[src/rtl/safe_alu_pkg.sv]
// ---------------------------------------------------------------------------
// safe_alu_pkg
// Shared definitions for the pipelined safe ALU:
//   - OP_ADD .. OP_RSVD : 3-bit opcode encodings
//   - alu_flags_t       : packed flag bundle {z, n, c, v, ill}
// Optional feature macro used by this slice: SAFE_ALU_SATURATE_EN
// (see safe_alu_core).
// ---------------------------------------------------------------------------
package safe_alu_pkg;

    localparam logic [2:0] OP_ADD  = 3'b000;
    localparam logic [2:0] OP_SUB  = 3'b001;
    localparam logic [2:0] OP_AND  = 3'b010;
    localparam logic [2:0] OP_OR   = 3'b011;
    localparam logic [2:0] OP_XOR  = 3'b100;
    localparam logic [2:0] OP_SHL  = 3'b101;
    localparam logic [2:0] OP_SHR  = 3'b110;
    localparam logic [2:0] OP_RSVD = 3'b111;

    // Flag bundle carried alongside the result through the output stage.
    typedef struct packed {
        logic z;
        logic n;
        logic c;
        logic v;
        logic ill;
    } alu_flags_t;

endpackage

[src/rtl/safe_alu_core.sv]
// ---------------------------------------------------------------------------
// safe_alu_core
// Purely combinational compute of result and flags from the stage-1
// operand registers.
// Ports:
//   a, b    in  WIDTH  operands (shift amount = low $clog2(WIDTH) bits of b)
//   opcode  in  3      operation select (safe_alu_pkg::OP_*)
//   result  out WIDTH  computed result
//   flags   out        {z, n, c, v, ill}
// Macro SAFE_ALU_SATURATE_EN: when defined, ADD/SUB clamp to the signed
// max/min on signed overflow instead of wrapping.
// ---------------------------------------------------------------------------
module safe_alu_core
    import safe_alu_pkg::*;
#(
    parameter int WIDTH = 8
) (
    input  logic [WIDTH-1:0] a,
    input  logic [WIDTH-1:0] b,
    input  logic [2:0]       opcode,
    output logic [WIDTH-1:0] result,
    output alu_flags_t       flags
);

    localparam int SH_W = $clog2(WIDTH);

    logic [WIDTH:0]   sum_ext;
    logic [WIDTH:0]   diff_ext;
    logic [WIDTH:0]   shl_ext;
    logic [WIDTH:0]   shr_ext;
    logic [SH_W-1:0]  sh;
    logic [WIDTH-1:0] raw_result;
    logic             carry_c;
    logic             ovf_c;
    logic             ill_c;

    assign sh = b[SH_W-1:0];

    // One extra bit on each side of the shifter captures the last bit
    // shifted out; a shift by 0 naturally leaves that bit at 0.
    assign sum_ext  = {1'b0, a} + {1'b0, b};
    assign diff_ext = {1'b0, a} - {1'b0, b};
    assign shl_ext  = {1'b0, a} << sh;
    assign shr_ext  = {a, 1'b0} >> sh;

    always_comb begin
        raw_result = '0;
        carry_c    = 1'b0;
        ovf_c      = 1'b0;
        ill_c      = 1'b0;
        case (opcode)
            OP_ADD: begin
                raw_result = sum_ext[WIDTH-1:0];
                carry_c    = sum_ext[WIDTH];
                ovf_c      = (a[WIDTH-1] == b[WIDTH-1]) &&
                             (sum_ext[WIDTH-1] != a[WIDTH-1]);
            end
            OP_SUB: begin
                raw_result = diff_ext[WIDTH-1:0];
                carry_c    = diff_ext[WIDTH];
                ovf_c      = (a[WIDTH-1] != b[WIDTH-1]) &&
                             (diff_ext[WIDTH-1] != a[WIDTH-1]);
            end
            OP_AND: raw_result = a & b;
            OP_OR:  raw_result = a | b;
            OP_XOR: raw_result = a ^ b;
            OP_SHL: begin
                raw_result = shl_ext[WIDTH-1:0];
                carry_c    = shl_ext[WIDTH];
            end
            OP_SHR: begin
                raw_result = shr_ext[WIDTH:1];
                carry_c    = shr_ext[0];
            end
            default: ill_c = 1'b1;
        endcase
    end

`ifdef SAFE_ALU_SATURATE_EN
    // On signed overflow the sign of a tells the direction for both ADD
    // and SUB: a non-negative a can only overflow upwards.
    logic [WIDTH-1:0] sat_value;
    assign sat_value = a[WIDTH-1] ? {1'b1, {(WIDTH-1){1'b0}}}
                                  : {1'b0, {(WIDTH-1){1'b1}}};
    assign result    = ovf_c ? sat_value : raw_result;
`else
    assign result = raw_result;
`endif

    always_comb begin
        flags     = '0;
        flags.z   = (result == '0);
        flags.n   = result[WIDTH-1];
        flags.c   = carry_c;
        flags.v   = ovf_c;
        flags.ill = ill_c;
    end

endmodule

[src/rtl/safe_alu_pipe.sv]
// ---------------------------------------------------------------------------
// safe_alu_pipe
// Two-stage pipelined safe ALU with valid/ready on both sides, N/Z/C/V
// flags, a sticky error bit and an accepted-result counter.
// Ports:
//   clk, rst             clock, synchronous active-high reset
//   in_valid / in_ready  operand handshake (a, b, opcode)
//   out_valid / out_ready result handshake (result + flags)
//   zero, negative, carry, overflow, illegal  flags of the presented result
//   clr_sticky / sticky_err  sticky overflow|illegal status
//   op_count             number of accepted results (wraps)
// Macro SAFE_ALU_SATURATE_EN: saturating ADD/SUB (in safe_alu_core).
// ---------------------------------------------------------------------------
module safe_alu_pipe
    import safe_alu_pkg::*;
#(
    parameter int WIDTH = 8,
    parameter int CNT_W = 16
) (
    input  logic             clk,
    input  logic             rst,
    input  logic             in_valid,
    output logic             in_ready,
    input  logic [WIDTH-1:0] a,
    input  logic [WIDTH-1:0] b,
    input  logic [2:0]       opcode,
    output logic             out_valid,
    input  logic             out_ready,
    output logic [WIDTH-1:0] result,
    output logic             zero,
    output logic             negative,
    output logic             carry,
    output logic             overflow,
    output logic             illegal,
    input  logic             clr_sticky,
    output logic             sticky_err,
    output logic [CNT_W-1:0] op_count
);

    logic             s1_valid;
    logic [WIDTH-1:0] s1_a;
    logic [WIDTH-1:0] s1_b;
    logic [2:0]       s1_op;
    logic             s1_adv;
    logic             s2_rdy;
    logic             accept;
    logic [WIDTH-1:0] core_result;
    alu_flags_t       core_flags;
    alu_flags_t       flags_q;

    // Stage 2 can take a new beat when empty or draining this cycle;
    // stage 1 can take one when empty or moving into stage 2.
    assign s2_rdy   = !out_valid || out_ready;
    assign s1_adv   = !s1_valid || s2_rdy;
    assign in_ready = s1_adv && !rst;
    assign accept   = out_valid && out_ready;

    // Stage 1: capture operands; holds its contents while stage 2 stalls.
    always_ff @(posedge clk) begin
        if (rst) begin
            s1_valid <= 1'b0;
            s1_a     <= '0;
            s1_b     <= '0;
            s1_op    <= OP_ADD;
        end else if (s1_adv) begin
            s1_valid <= in_valid;
            if (in_valid) begin
                s1_a  <= a;
                s1_b  <= b;
                s1_op <= opcode;
            end
        end
    end

    safe_alu_core #(
        .WIDTH (WIDTH)
    ) u_core (
        .a      (s1_a),
        .b      (s1_b),
        .opcode (s1_op),
        .result (core_result),
        .flags  (core_flags)
    );

    // Stage 2: register result and flags; frozen while the consumer stalls.
    always_ff @(posedge clk) begin
        if (rst) begin
            out_valid <= 1'b0;
            result    <= '0;
            flags_q   <= '0;
        end else if (s2_rdy) begin
            out_valid <= s1_valid;
            if (s1_valid) begin
                result  <= core_result;
                flags_q <= core_flags;
            end
        end
    end

    assign zero     = flags_q.z;
    assign negative = flags_q.n;
    assign carry    = flags_q.c;
    assign overflow = flags_q.v;
    assign illegal  = flags_q.ill;

    // Sticky error and counter update on each accepted result; a setting
    // accept takes priority over a simultaneous clear.
    always_ff @(posedge clk) begin
        if (rst) begin
            sticky_err <= 1'b0;
            op_count   <= '0;
        end else begin
            if (accept) begin
                op_count <= op_count + CNT_W'(1);
            end
            if (accept && (flags_q.v || flags_q.ill)) begin
                sticky_err <= 1'b1;
            end else if (clr_sticky) begin
                sticky_err <= 1'b0;
            end
        end
    end

endmodule

[config.mk]
export PLATFORM = sky130hd
export DESIGN_NAME = safe_alu_pipe
export DESIGN_NICKNAME = d
export VERILOG_FILES = /design/src/rtl/safe_alu_pkg.sv /design/src/rtl/safe_alu_core.sv /design/src/rtl/safe_alu_pipe.sv
export SDC_FILE = /design/constraint.sdc
export NUM_CORES = 1
export LEC_CHECK = 0
export CORE_MARGIN = 1
export CORE_UTILIZATION = 65
export DETAILED_ROUTE_END_ITERATION = 16
export DONT_BUFFER_PORTS = 1
export MAX_ROUTING_LAYER = met4
export PLACE_DENSITY = 0.86
export SYNTH_ARGS = -nofsm -noshare
export SYNTH_HDL_FRONTEND = slang
export SYNTH_HIERARCHICAL = 1
export SYNTH_SLANG_ARGS = --single-unit
[constraint.sdc]
create_clock -name clk -period 4.55 [get_ports clk]
set_input_delay 0.6825 -clock clk [delete_from_list [all_inputs] [get_ports clk]]
set_output_delay 0.6825 -clock clk [all_outputs]
set_load 0.02 [all_outputs]
==> results_dict.tcl <==
set metrics [dict create \
    placed_cell_area_sq_um 3850 \
    die_w_um 79.8 \
    track_usage 0.364 \
    final_hold_viol_count 0 \
    drt-pass1-iter-count 6 \
    slowest_stage "dfxtp_1" \
    avgSynthCellArea_sq_um 7.80 \
    reg2reg_to "zero$_SDFFE_PP0P_" \
    maxCapViolCount 0 \
    wl_um 10400 \
    synth_commonest_cells "nand2_1, a21oi_1, dfxtp_1" \
    yosys_warnings 6 \
    synth.area.top_cells "dfxtp_1, ha_1, nand2_1" \
    die-area_sq_um 6360 \
    dr_total_vias 3669 \
    grt_pass1_wl_um 17400 \
    rsz0062_at_grt "false" \
    cts-resized-gates 0 \
    fin_tns_setup_ns 0 \
    gp_congestion 0.982 \
    diodes 0 \
    cpPeakStageDelay_ns 0.99 \
    status "finished clean" \
    r2r_start "s1_b[0]$_SDFFE_PP0P_" \
    crit_type "register to register" \
    yosysTopAreaCell "dfxtp_1" \
    grt_max_degree 54 \
    final_cell_area_sq_um 3940 \
    slew_headroom 0.198 \
    clockBufferDepth 2 \
    fmax_ghz 0.309 \
    period_share 0.712 \
    dp_hpwl_um 7740 \
    post_cts.repair.setup_buffers 0 \
    cts_tree "done" \
    synth.distinct_cells 71 \
    fin_skew_ns 0.0109 \
    path_cells "ha_1 > fa_1 > mux2_2 > o211ai_1 > nand4_1 > a211o_1 > nor4_2 > nand2_1 > a21oi_1" \
    ys_seq_area_frac 0.260 \
    setup_viol 0 \
    ys_ff_latch 51 \
    synthArstFlopShare 0 \
    worstPathMaxFanout 23 \
    fin_nets 527 \
    hold_slack_ns 0.434 \
    wl_per_cell_um 19.0 \
    total_leakage_power_uw 0.00144 \
    drc 0 \
    synth-main-ff-cell "dfxtp_1" \
    io_pins 56 \
    row_count 27 \
    synth.most_common_cell "nand2_1" \
    cp-end-kind "register" \
    synth-edff-count 0 \
    min_path_type "input port to register" \
    cellPowerDensity_nw_per_um2 256 \
    synth_nets 556 \
    cts-root-buf "clkbuf_8" \
    ir_drop_mv 0.226 \
    setup.worst_path.start "s1_b[0]$_SDFFE_PP0P_" \
    ant_nets 0 \
    critPathCapture "zero$_SDFFE_PP0P_" \
    clk_pin_slew_worst_paths_ns 0.10 \
    hold_buffers 0 \
    clock_sinks 51 \
    die_y_um 79.8 \
    area_growth_pct 0.254 \
    cts_buffers 5 \
    io_buffers 0 \
    drive_above_1_share 0.0735 \
    tightest_slew_ns 1.20 \
    arrival_ns 3.48 \
    yosysTopAreaCellShare 0.260 \
    antenna_found_initial 0 \
    grt_pass1_vias 3486 \
    start_util 0.693 \
    htree_num_levels 2 \
    required_ns 4.79 \
    vias_per_cell 6.70 \
    synthCells 504 \
    netlist_area_sq_um 3930 \
    rrSetupSlack_ns 1.31 \
    gr-total-overflow 0 \
    drt_first_iter_violations 372 \
    hold_start "rst" \
    fin_crit_ns 3.24 \
    cp-start-kind "register" \
    rr_worst_depth 9 \
    drv_slew 0 \
    coreArea_sq_um 5680 \
    clk_latency_ns 0.30 \
]
-- how the worst min path moves through the flow --
stage	endpoint	slack, ns	cells after the start
floorplan	s1_b[2]$_SDFFE_PP0P_	0.45	2
global placement	s1_b[7]$_SDFFE_PP0P_	0.46	2
detailed placement	s1_b[7]$_SDFFE_PP0P_	0.46	2
CTS	op_count[13]$_SDFFE_PP0P_	0.42	1
global route	op_count[13]$_SDFFE_PP0P_	0.42	1
finish	out_valid$_SDFFE_PP0P_	0.43	1
-- layer usage --
metal | routed length, um | global-route usage | vias to the layer above
met2 | 4740 | 0.532 | 175
met1 | 4570 | 0.490 | 1742
li1 | - | - | 1726
met4 | 343 | 0.161 | 0
met3 | 782 | 0.0674 | 26
met5 | 0 | - | -
-- flip-flops by register name (all words and copies together), names as in the netlist --
register	flops
s1_b	8
overflow	1
illegal	1
s1_a	8
s1_valid	1
result	8
op_count	16
carry	1
negative	1
zero	1
s1_op	3
sticky_err	1
out_valid	1
-- cells in the final DEF, fill, tap and decap left out, drive strengths merged, types with 7 or more instances in the layout --
master	n
nand4	7
nor3	12
dfxtp	51
nand3	10
nand2	86
mux2i	9
a21oi	54
nor2	34
nor4	7
o21ai	8
mux4	7
inv	27
clkbuf	7
ha	26
mux2	8
nor2b	9
xnor2	9
nand2b	11
-- worst max-delay path: cells and delay by family, from the launching register on --
kind            cells  cell delay (ns)
flops               1             0.99
mux                 1             0.27
simple gates        3             0.53
fa+ha+maj           2             0.84
compound gates      3             0.57
-- cells by family (layout without fill, tap and decap cells) --
logic type | after synthesis | in the layout | share of synthesized area
buf+inv | 64 | 36 | 0.0722
mux | 24 | 24 | 0.0859
compound gates | 128 | 128 | 0.218
simple gates | 195 | 195 | 0.240
flops | 51 | 51 | 0.260
fa+ha+maj | 28 | 28 | 0.0929
xor+xnor | 14 | 14 | 0.0312
-- where the power goes --
group | total, uW | internal (uW) | switching, uW
logic | 227 | 93.9 | 133
clock network | 276 | 125 | 151
registers | 508 | 462 | 45.5
-- area by class of cell --
type / instances / area, sq um
Inverter: 27 / 101
Clock buffer: 7 / 86.3
Fill cell: 457 / 1730
Tap cell: 72 / 90.1
Multi-Input combinational cell: 389 / 2630
Timing Repair Buffer: 1 / 7.51
Clock inverter: 1 / 8.76
Sequential cell: 51 / 1020
-- stage by stage --
step                      utilization  std cells  setup slack (ns)  total power [uW]
after CTS                       0.695        548              1.33              1010
after global routing            0.695        548              1.05              1060
after floorplan                     -        504              2.07               698
final                           0.695        548              1.31              1010
after detailed placement        0.678        540              1.34               738
after global placement          0.678        540              1.46               734
Power figures use the tool's default switching activity.
